`config.mk`:
```
export PLATFORM = sky130hd
export DESIGN_NAME = rom_lookup_arbiter
export DESIGN_NICKNAME = d
export VERILOG_FILES = /design/src/rtl/rom_lookup_arbiter.sv
export SDC_FILE = /design/constraint.sdc
export NUM_CORES = 1
export LEC_CHECK = 0
export CORE_MARGIN = 4
export CORE_UTILIZATION = 48
export CTS_CLUSTER_DIAMETER = 30
export DETAILED_ROUTE_END_ITERATION = 12
export HOLD_SLACK_MARGIN = 0.12
export PLACE_DENSITY = 0.76
export SLEW_MARGIN = 20
export SYNTH_ARGS = -nofsm -noshare
export SYNTH_HDL_FRONTEND = slang
export SYNTH_SLANG_ARGS = --single-unit
```
`constraint.sdc`:
```
create_clock -name clock -period 2.2 [get_ports clock]
set_clock_uncertainty 0.15 [all_clocks]
set_input_delay 0.33 -clock clock [delete_from_list [all_inputs] [get_ports clock]]
set_output_delay 0.33 -clock clock [all_outputs]
set_load 0.02 [all_outputs]
```
`src/rtl/rom_lookup_arbiter.sv`:
```
// Two-requester round-robin lookup front end for a shared 32x8 ROM with
// two-edge read latency, plus a full-table mod-256 checksum scan.
module rom_lookup_arbiter (
   input  logic       clock,
   input  logic       reset,
   input  logic       req0_valid,
   input  logic [4:0] req0_addr,
   output logic       req0_ready,
   output logic       rsp0_valid,
   output logic [7:0] rsp0_data,
   input  logic       req1_valid,
   input  logic [4:0] req1_addr,
   output logic       req1_ready,
   output logic       rsp1_valid,
   output logic [7:0] rsp1_data,
   input  logic       scan_start,
   output logic       scan_busy,
   output logic       scan_done,
   output logic [7:0] scan_sum,
   output logic [4:0] rom_addr,
   input  logic [7:0] rom_data
);

   typedef enum logic [1:0] {IDLE, SCAN, DRAIN} state_t;

   localparam logic [1:0] TAG_NONE = 2'd0;
   localparam logic [1:0] TAG_REQ0 = 2'd1;
   localparam logic [1:0] TAG_REQ1 = 2'd2;
   localparam logic [1:0] TAG_SCAN = 2'd3;

   state_t           r_state;
   logic [2:0][1:0]  r_tag;
   logic [4:0]       r_scan_idx;
   logic             r_last_grant;

   logic             w_open;
   logic             w_start;
   logic             w_grant0;
   logic             w_grant1;
   logic             w_scan_last;
   logic [1:0]       w_tag_in;

   assign w_open   = (r_state == IDLE) && !scan_start;
   assign w_start  = (r_state == IDLE) && scan_start;
   // r_last_grant==1 means requester 1 went last, so requester 0 wins a tie.
   assign w_grant0 = w_open && req0_valid && (!req1_valid || r_last_grant);
   assign w_grant1 = w_open && req1_valid && (!req0_valid || !r_last_grant);

   assign req0_ready = w_grant0;
   assign req1_ready = w_grant1;

   // Last scan byte lands when the oldest tag is SCAN and nothing scan-tagged follows it.
   assign w_scan_last = (r_state == DRAIN) && (r_tag[2] == TAG_SCAN) && (r_tag[1] != TAG_SCAN);

   always_comb begin
      w_tag_in = TAG_NONE;
      if (w_start || r_state == SCAN)
         w_tag_in = TAG_SCAN;
      else if (w_grant0)
         w_tag_in = TAG_REQ0;
      else if (w_grant1)
         w_tag_in = TAG_REQ1;
   end

   always_ff @(posedge clock or posedge reset) begin
      if (reset) begin
         r_state      <= IDLE;
         r_tag        <= '0;
         r_scan_idx   <= '0;
         r_last_grant <= 1'b1;
         rom_addr     <= '0;
         rsp0_valid   <= 1'b0;
         rsp0_data    <= '0;
         rsp1_valid   <= 1'b0;
         rsp1_data    <= '0;
         scan_busy    <= 1'b0;
         scan_done    <= 1'b0;
         scan_sum     <= '0;
      end else begin
         r_tag     <= {r_tag[1], r_tag[0], w_tag_in};
         scan_done <= 1'b0;

         rsp0_valid <= (r_tag[2] == TAG_REQ0);
         rsp1_valid <= (r_tag[2] == TAG_REQ1);
         if (r_tag[2] == TAG_REQ0)
            rsp0_data <= rom_data;
         if (r_tag[2] == TAG_REQ1)
            rsp1_data <= rom_data;
         if (r_tag[2] == TAG_SCAN)
            scan_sum <= scan_sum + rom_data;

         if (w_grant0) begin
            rom_addr     <= req0_addr;
            r_last_grant <= 1'b0;
         end else if (w_grant1) begin
            rom_addr     <= req1_addr;
            r_last_grant <= 1'b1;
         end

         case (r_state)
            IDLE: begin
               if (scan_start) begin
                  r_state    <= SCAN;
                  scan_busy  <= 1'b1;
                  scan_sum   <= '0;
                  rom_addr   <= '0;
                  r_scan_idx <= 5'd1;
               end
            end
            SCAN: begin
               rom_addr   <= r_scan_idx;
               r_scan_idx <= r_scan_idx + 5'd1;
               if (r_scan_idx == 5'd31)
                  r_state <= DRAIN;
            end
            DRAIN: begin
               if (w_scan_last) begin
                  r_state   <= IDLE;
                  scan_busy <= 1'b0;
                  scan_done <= 1'b1;
               end
            end
            default: r_state <= IDLE;
         endcase
      end
   end

endmodule

```
==> results of run 1 <==
-- what timing repair did --
item	4_1_cts	5_1_grt
setup endpoints to repair	2	1
pin swaps	0	0
gates resized for setup	2	1
-- stage by stage --
stage	total power, mW	hold slack, ns	setup WS (ns)	cells	utilization (%)
floorplan	2.903	0.1812	0.1542	195	-
global placement	3.858	0.1852	-0.1639	314	67.32
detailed placement	3.937	0.1910	-0.2096	314	67.32
CTS	4.518	0.2034	0.1059	322	69.53
global route	4.798	0.2181	0.02061	322	69.61
finish	4.473	0.2043	0.1530	322	69.61
-- layout make-up --
cell class	count	area, um^2
Multi-Input combinational cell	136	991.0
Sequential cell	47	1177
Inverter	5	18.77
Timing Repair Buffer	74	720.7
Fill cell	345	1341
Clock buffer	8	100.1
Tap cell	52	65.06
-- logic make-up after synthesis --
group,after synthesis,share of synthesized area [%]
flops,47,52.98
compound gates,39,11.26
mux,22,10.81
buf+inv,12,2.590
xor+xnor,5,1.971
fa+ha+maj,10,5.969
simple gates,60,14.41
-- metal layers --
layer | track usage, % | vias up | share of wire [%]
li1 | - | 829 | -
met1 | 22.55 | 850 | 45
met5 | 0 | - | 0
met2 | 28.60 | 38 | 49
met4 | 6.584 | 0 | 1.9
met3 | 5.319 | 10 | 4.3
-- state kept, by name, summed over array words and instances (netlist names) --
name          flops
r_last_grant      1
r_scan_idx        5
r_state           2
r_tag             6
rom_addr          5
rsp0_data         8
rsp0_valid        1
rsp1_data         8
rsp1_valid        1
scan_busy         1
scan_done         1
scan_sum          8
-- cell usage after synthesis (2+ instances only) --
master	count
dfrtp_1	46
nand2_1	27
a21oi_1	14
mux2_1	10
ha_1	9
nor2_1	8
a22o_1	6
mux2_2	6
mux2i_1	6
o21ai_0	6
inv_1	5
nand3_1	5
buf_2	4
nand2b_1	4
xnor2_1	4
o21ai_1	3
a21o_1	2
and2_1	2
and3_1	2
clkbuf_1	2
nand3_2	2
nor2b_1	2
nor3_1	2
-- critical path, cell delays in order --
cell	delay, ns
clkdlybuf4s50_1	0.44
ha_1	0.24
fa_1	0.39
a21o_1	0.18
a21oi_2	0.17
o21ai_1	0.10
mux2i_1	0.16
nand3_1	0.08
-- power by group --
| group | switching [mW] | leakage [nW] | total (mW) | internal [mW] |
|---|---|---|---|---|
| sequential | 0.255 | 0.549 | 1.52 | 1.27 |
| combinational | 1.18 | 0.793 | 2.39 | 1.20 |
| clock | 0.279 | 0.0515 | 0.566 | 0.287 |
-- final timing paths --
kind	slack (ns)	to	cells past startpoint
max	0.15	scan_sum[6]$_DFF_PP0_	8
min	0.20	r_tag[3]$_DFF_PP0_	0
max reg2reg	0.20	scan_sum[6]$_DFF_PP0_	7
min reg2reg	0.20	r_tag[3]$_DFF_PP0_	0
max in group asynchronous	1.45	rom_addr[1]$_DFF_PP0_	3
min in group asynchronous	0.21	r_last_grant$_DFFE_PP1P_	2
==> results.py, run 1 <==
metrics = {
    "setup_path": {
        "cp_max_fo": 3,
        "cp.required_ns": 2.24,
        "crit_path_end_kind": "register",
        "worstSetupPathType": "in2reg",
        "cp-start-kind": "input pin",
        "crit_path_start": "rom_data[0]",
        "cp.arrival_ns": 2.08,
        "timing.rr.start": "scan_sum[0]$_DFF_PP0_",
    },
    "yosys": {
        "synth_nets": 228,
        "synth_warnings": 0,
        "synth_area_um2": 2222,
        "ys_seq_area_share_pct": 52.98,
        "yosys.area.top_type": "dfrtp_1",
        "synth_cells": 195,
        "syn_area_per_cell_um2": 11.40,
        "synth_top_area_share_pct": 51.80,
        "ys_types": 41,
        "postSynth.asyncResetShare_pct": 100.0,
        "synth.area.top_cells": "dfrtp_1, ha_1, mux2_1, nand2_1, a21oi_1",
        "synthFlopType": "dfrtp_1",
        "synth_edf_count": 0,
        "ys_ff_latch": 47,
    },
    "floorplanning": {
        "die_h_um": 76.04,
        "die_area_um2": 5782,
        "fp.dieW_um": 76.04,
        "core_um2": 4414,
        "start_util_pct": 50.34,
        "ios": 58,
        "fp-row-count": 24,
    },
    "clocking": {
        "clk_path_buf_depth": 2,
        "postCtsHoldBufs": 0,
        "cts_sinks": 47,
        "clkSlewWorstSetupHoldPaths_ns": 0.08,
        "clock_latency_ns": 0.30,
        "cts-root-buf": "clkbuf_8",
        "post_cts_buffers": 0,
        "cts-buffers-inserted": 5,
        "cts_max_level": 2,
        "tritoncts": "built",
    },
    "sta": {
        "slew_viol_final": 0,
        "finalSetupTns_ns": 0,
        "final_hold_viol_count": 0,
        "worstMarginPinSlew_ns": 0.5587,
        "fmax_mhz": 488.5,
        "rsz0062_at_grt": "no",
        "fin_crit_sh_pct": 93.04,
        "max_slew_margin_pct": 62.75,
        "setup_viol": 0,
        "min_period_ns": 2.047,
    },
    "layout": {
        "fin_nets": 302,
        "drive_gt1_share_pct": 15.19,
        "area_growth_pct": 38.29,
        "postLayoutCellArea_um2": 3073,
        "layout_commonest_cell": "clkdlybuf4s50_1",
        "antenna-diode-count": 0,
        "final_cell_mix": "clkdlybuf4s50_1, dfrtp_1, nand2_1",
    },
    "power": {
        "powerDensity_nw_per_um2": 1456,
        "p_leak_nw": 1.394,
        "ir_drop_uv": 705.1,
    },
    "min_path": {
        "holdCritStartpoint": "r_tag[1]$_DFF_PP0_",
        "hp-class": "reg2reg",
    },
    "placement": {
        "dpl-instance-area_um2": 2972,
        "dp_hpwl_mm": 3.603,
        "io_buffers": 57,
        "place_congestion": 0.8260,
    },
    "job": {
        "drv_cap": 0,
    },
    "drt": {
        "drt_iter0_drc": 66,
        "drc": 0,
        "vias_per_cell": 5.363,
        "vias": 1727,
        "wire_per_inst_um": 15.00,
        "postRouteAntennaNets": 0,
        "first_pass_iters": 5,
        "wl_mm": 4.831,
    },
    "grt": {
        "first_global_vias": 1834,
        "grt_pass1_wl_mm": 8.300,
        "grt-ovfl-total": 0,
        "grt_max_degree": 47,
        "antenna_found_initial": 0,
        "grtUsageTotal_pct": 17.77,
    },
    "run_status": {
        "outcome": "finished, final reports clean",
    },
}
No activity file was read; power rests on OpenSTA's default activity.
==> run 2: changes to the inputs <==
--- a/config.mk
+++ b/config.mk
@@ -6,11 +6,12 @@
 export NUM_CORES = 1
 export LEC_CHECK = 0
 export CORE_MARGIN = 4
-export CORE_UTILIZATION = 48
+export CORE_UTILIZATION = 40
 export CTS_CLUSTER_DIAMETER = 30
 export DETAILED_ROUTE_END_ITERATION = 12
 export HOLD_SLACK_MARGIN = 0.12
-export PLACE_DENSITY = 0.76
+export PLACE_DENSITY = 0.65
+export SKIP_CTS_REPAIR_TIMING = 1
 export SLEW_MARGIN = 20
 export SYNTH_ARGS = -nofsm -noshare
 export SYNTH_HDL_FRONTEND = slang
==> run 2 against run 1 <==
Clock power is 2% lower. Non-clock buffer count is 3 higher. Hold slack worse by 0.0085 ns. Combinational power hardly changed. Final cell count is 6.5% higher. Total power is 0.88% lower. Clock-buffer cell count stayed put. Sequential share of layout area is 0.49 points lower. First-iteration DRC count is 41% lower. Via count is 1.9% lower. Largest power group unchanged.
==> results.py, run 2 (synthesis gave the netlist of run 1 again) <==
metrics = {
    "grt": {
        "grt-ovfl-total": 0,
        "first_global_vias": 1677,
        "antenna_found_initial": 0,
        "grtUsageTotal_pct": 14.98,
        "grt_pass1_wl_mm": 7.831,
        "grt_max_degree": 47,
    },
    "power": {
        "p_comb_share_pct": 53.3,
        "powerDensity_nw_per_um2": 1424,
        "p_int_mw": 2.758,
        "p_clk_share_pct": 12.5,
        "swShare_pct": 37.79,
        "power_switching_mw": 1.675,
        "seqPwrFrac_pct": 34.2,
        "p_total_mw": 4.433,
        "p_leak_nw": 1.432,
        "ir_drop_uv": 739.9,
    },
    "drt": {
        "drt_iter0_drc": 39,
        "first_pass_iters": 4,
        "postRouteAntennaNets": 0,
        "drc": 0,
        "vias": 1695,
        "wl_mm": 4.598,
        "wire_per_inst_um": 13.41,
        "vias_per_cell": 4.942,
    },
    "placement": {
        "place_congestion": 0.8141,
        "dp_hpwl_mm": 3.510,
        "dpl-instance-area_um2": 2997,
        "io_buffers": 57,
    },
    "layout": {
        "fin_nets": 305,
        "seq_area_um2": 1177,
        "area_growth_pct": 40.09,
        "postLayoutCellArea_um2": 3113,
        "largest_registers": "rsp0_data (8), rsp1_data (8), scan_sum (8)",
        "antenna-diode-count": 0,
        "multi_input_comb_area_um2": 991.0,
        "layout_commonest_cell": "clkdlybuf4s50_1",
        "nFillCells": 475,
        "final_cell_mix": "clkdlybuf4s50_1, dfrtp_1, nand2_1",
        "drive_gt1_share_pct": 16.12,
    },
    "sta": {
        "max_slew_margin_pct": 65.72,
        "fin_crit_sh_pct": 92.26,
        "setup_viol": 0,
        "min_period_ns": 2.030,
        "slew_viol_final": 0,
        "worstMarginPinSlew_ns": 0.5142,
        "fmax_mhz": 492.7,
        "rsz0062_at_grt": "no",
        "final_hold_viol_count": 0,
    },
    "floorplanning": {
        "die_h_um": 82.54,
        "start_util_pct": 42.43,
        "ios": 58,
        "core_um2": 5238,
        "fp.dieW_um": 82.54,
        "fp-row-count": 26,
        "die_area_um2": 6812,
    },
    "job": {
        "drv_cap": 0,
    },
    "clocking": {
        "cts_max_level": 2,
        "cts-root-buf": "clkbuf_8",
        "cts_sinks": 47,
        "clkSlewWorstSetupHoldPaths_ns": 0.08,
        "tritoncts": "built",
        "clk_path_buf_depth": 2,
        "cts-buffers-inserted": 5,
        "clock_latency_ns": 0.29,
    },
    "setup_path": {
        "cp.required_ns": 2.22,
        "crit_path_end_kind": "register",
        "worstSetupPathType": "in2reg",
        "cp_max_fo": 3,
        "cp-start-kind": "input pin",
        "cp.arrival_ns": 2.05,
    },
    "min_path": {
        "hp-class": "reg2reg",
    },
    "run_status": {
        "outcome": "finished, final reports clean",
    },
}
[run 2: changes by cell type in the layout (fill, tap and decap cells not counted)]
| cell | before | now |
|---|---|---|
| dlygate4sd2_1 | 2 | 0 |
| buf_4 | 15 | 19 |
| buf_12 | 2 | 1 |
| dlymetal6s2s_1 | 0 | 2 |
[run 2: final timing paths]
kind	cells past startpoint	from	end	slack, ns
max reg2reg	7	scan_sum[0]$_DFF_PP0_	scan_sum[6]$_DFF_PP0_	0.24
max	8	rom_data[0]	scan_sum[6]$_DFF_PP0_	0.17
min	0	r_tag[1]$_DFF_PP0_	r_tag[3]$_DFF_PP0_	0.20
min in group asynchronous	2	reset	r_last_grant$_DFFE_PP1P_	0.22
max in group asynchronous	3	reset	rsp1_data[3]$_DFFE_PP0P_	1.43
min reg2reg	0	r_tag[1]$_DFF_PP0_	r_tag[3]$_DFF_PP0_	0.20
[run 2: worst max-delay path, cell delays in order]
cell and delay, ns:
clkdlybuf4s50_1 0.44, ha_1 0.23, fa_1 0.39, a21o_1 0.18
a21oi_2 0.17, o21ai_1 0.10, mux2i_1 0.14, nand3_1 0.07
[run 2: power groups by stage]
stage	registers [mW]	clock network, mW	logic (mW)
3_5_place_dp	1.53	0	2.36
3_3_place_gp	1.53	0	2.35
4_1_cts	1.52	0.582	2.38
2_1_floorplan	1.86	0	1.04
5_1_grt	1.58	0.616	2.60
6_report	1.52	0.554	2.36
[run 2: final cells by class]
class,instances,share of cell area (%)
tap,70,2.814
sequential,47,37.82
inverter,5,0.6029
clock buffer,8,3.215
timing repair buffer,77,23.71
multi-input combinational,136,31.83
[run 2: layer usage]
metal | wire (um) | up-vias | track usage (%)
li1 | - | 833 | -
met1 | 2193 | 828 | 20.19
met2 | 2175 | 30 | 24.04
met3 | 174 | 4 | 3.145
met4 | 55 | 0 | 4.902
met5 | 0 | - | 0
[run 2: metrics by stage]
stage / utilization (%) / TNS [ns] / hold slack, ns / instances / setup slack [ns]
2_1_floorplan: - / 0 / 0.1812 / 195 / 0.1542
3_3_place_gp: 57.21 / -0.7218 / 0.1829 / 334 / -0.1849
3_5_place_dp: 57.21 / -0.7335 / 0.1856 / 334 / -0.1808
4_1_cts: 59.13 / -0.2851 / 0.2043 / 342 / -0.1574
5_1_grt: 59.44 / 0 / 0.2196 / 343 / 0.04393
6_report: 59.44 / 0 / 0.1959 / 343 / 0.1703
==> run 3: changes to the inputs <==
==> constraint.sdc (replaced) <==
create_clock -name clock -period 1.9 [get_ports clock]
set_clock_uncertainty 0.15 [all_clocks]
set_input_delay 0.285 -clock clock [delete_from_list [all_inputs] [get_ports clock]]
set_output_delay 0.285 -clock clock [all_outputs]
set_load 0.02 [all_outputs]
==> run 3 against run 2 <==
Sequential power up 16%. Global-route usage grew 0.68 points. Hold slack worse by 0.088 ns. Critical endpoint is now scan_sum[7]$_DFF_PP0_. Core utilization grew 3.1 points. Sequential share of layout area fell by 1.8 points. Critical path type is now reg2reg.
==> results.py, run 3 (synthesis gave the netlist of run 1 again) <==
metrics = {
    "layout": {
        "final_cell_mix": "clkdlybuf4s50_1, dfrtp_1, buf_4",
        "layout_commonest_cell": "clkdlybuf4s50_1",
        "multi_input_comb_area_um2": 1075,
        "drive_gt1_share_pct": 22.97,
        "fin_nets": 315,
        "area_growth_pct": 47.41,
        "antenna-diode-count": 0,
        "largest_registers": "rsp0_data (8), rsp1_data (8), scan_sum (8)",
        "seq_area_um2": 1180,
        "nFillCells": 417,
    },
    "drt": {
        "wl_met1_mm": 2.270,
        "postRouteAntennaNets": 0,
        "wl_mm": 4.790,
        "drc": 0,
        "vias_per_cell": 4.960,
        "wl_met2_mm": 2.288,
        "vias": 1751,
        "first_pass_iters": 4,
        "drt_iter0_drc": 43,
        "wire_per_inst_um": 13.57,
        "highest_layer": "met4",
        "met3WireLength_um": 190,
    },
    "sta": {
        "setup_viol": 0,
        "worstMarginPinSlew_ns": 0.4944,
        "finalSetupTns_ns": 0,
        "max_slew_margin_pct": 67.04,
        "final_hold_viol_count": 0,
        "min_period_ns": 1.861,
        "fin_crit_sh_pct": 97.94,
        "fin_hold_ws_ns": 0.1080,
        "fmax_mhz": 537.4,
        "rsz0062_at_grt": "yes",
        "fin_ws_ns": 0.03910,
        "slew_viol_final": 0,
    },
    "power": {
        "p_total_mw": 5.299,
        "p_comb_share_pct": 55.9,
        "power_switching_mw": 2.035,
        "p_clk_share_pct": 10.8,
        "powerDensity_nw_per_um2": 1618,
        "seqPwrFrac_pct": 33.3,
        "p_leak_nw": 1.547,
        "p_int_mw": 3.264,
        "swShare_pct": 38.41,
        "ir_drop_uv": 841.1,
    },
    "setup_path": {
        "critical_path_buf_inv_count": 0,
        "cp-start-kind": "register",
        "crit_path_end_kind": "register",
        "cp.arrival_ns": 1.87,
        "critPathSlowestCell": "dfrtp_2",
        "cp_top_family": "compound AO/OA/AOI/OAI gates",
        "cp_max_fo": 4,
        "worstSetupPathType": "reg2reg",
        "max_stage_delay_ns": 0.45,
        "cp.required_ns": 1.91,
        "crit_chain": "ha_1 > nand3_4 > a211oi_2 > nor3_2 > o311ai_2 > o41ai_1",
    },
    "grt": {
        "grt_max_degree": 27,
        "grt_pass1_wl_mm": 8.286,
        "grtUsageTotal_pct": 15.66,
        "grt-ovfl-total": 0,
        "first_global_vias": 1751,
        "antenna_found_initial": 0,
    },
    "placement": {
        "dp_hpwl_mm": 3.689,
        "pre_cts_ws_ns": -0.3559,
        "place_congestion": 0.7783,
        "io_buffers": 57,
    },
    "floorplanning": {
        "ios": 58,
        "die_h_um": 82.54,
        "fp.dieW_um": 82.54,
        "core_um2": 5238,
        "fp-row-count": 26,
        "start_util_pct": 42.43,
        "die_area_um2": 6812,
    },
    "run_status": {
        "outcome": "finished, final reports clean",
    },
    "clocking": {
        "cts-root-buf": "clkbuf_8",
        "cts_max_level": 2,
        "clk_path_buf_depth": 2,
        "tritoncts": "built",
        "cts_sinks": 47,
        "cts-buffers-inserted": 5,
        "clock_latency_ns": 0.29,
        "clkSlewWorstSetupHoldPaths_ns": 0.09,
    },
    "min_path": {
        "hp-class": "in2async",
    },
    "job": {
        "drv_cap": 0,
    },
}
==> run 3: changes by cell type in the layout (fill, tap and decap cells not counted), moves of 3 or more <==
| cell | delta |
|---|---|
| ha_4 | +4 |
| clkinv_2 | +3 |
| buf_4 | +10 |
| dlymetal6s2s_1 | +7 |
| ha_1 | -4 |
| clkdlybuf4s50_1 | -7 |
==> run 3: power by group through the flow <==
stage | Combinational, mW | Sequential (mW) | Clock [mW]
floorplan | 1.24 | 2.16 | 0
global placement | 2.84 | 1.77 | 0
detailed placement | 2.89 | 1.77 | 0
CTS | 2.90 | 1.75 | 0.591
global route | 3.26 | 1.84 | 0.641
finish | 2.96 | 1.76 | 0.574
==> run 3: routing by layer <==
| metal | up-vias | global-route usage [%] |
|---|---|---|
| met1 | 861 | 22.31 |
| li1 | 856 | - |
| met5 | - | 0 |
| met2 | 32 | 24.44 |
| met3 | 2 | 3.145 |
| met4 | 0 | 3.922 |
==> run 3: final timing paths <==
| kind | from | to | slack, ns | cells after the start |
|---|---|---|---|---|
| setup reg to reg | scan_sum[1]$_DFF_PP0_ | scan_sum[7]$_DFF_PP0_ | 0.04 | 6 |
| min in group clock | rom_data[0] | rsp0_data[0]$_DFFE_PP0P_ | 0.19 | 2 |
| max in group asynchronous | reset | scan_sum[0]$_DFF_PP0_ | 1.05 | 3 |
| setup / recovery | scan_sum[1]$_DFF_PP0_ | scan_sum[7]$_DFF_PP0_ | 0.04 | 6 |
| hold / removal | reset | r_tag[5]$_DFF_PP0_ | 0.11 | 2 |
| hold reg to reg | r_tag[0]$_DFF_PP0_ | r_tag[2]$_DFF_PP0_ | 0.21 | 0 |
==> run 3: layout make-up <==
| class | instances | share of cell area [%] |
|---|---|---|
| sequential | 47 | 36.02 |
| timing repair buffer | 87 | 25.36 |
| tap | 70 | 2.674 |
| inverter | 5 | 0.5730 |
| clock inverter | 3 | 0.4584 |
| clock buffer | 5 | 2.101 |
| multi-input combinational | 136 | 32.81 |
==> run 3: through the flow <==
stage	cell area, um^2	utilization [%]	std cells
after global routing	3276	62.54	353
after floorplan	2245	-	195
after CTS	3171	60.54	351
after global placement	3087	58.93	343
after detailed placement	3087	58.93	343
final	3276	62.54	353
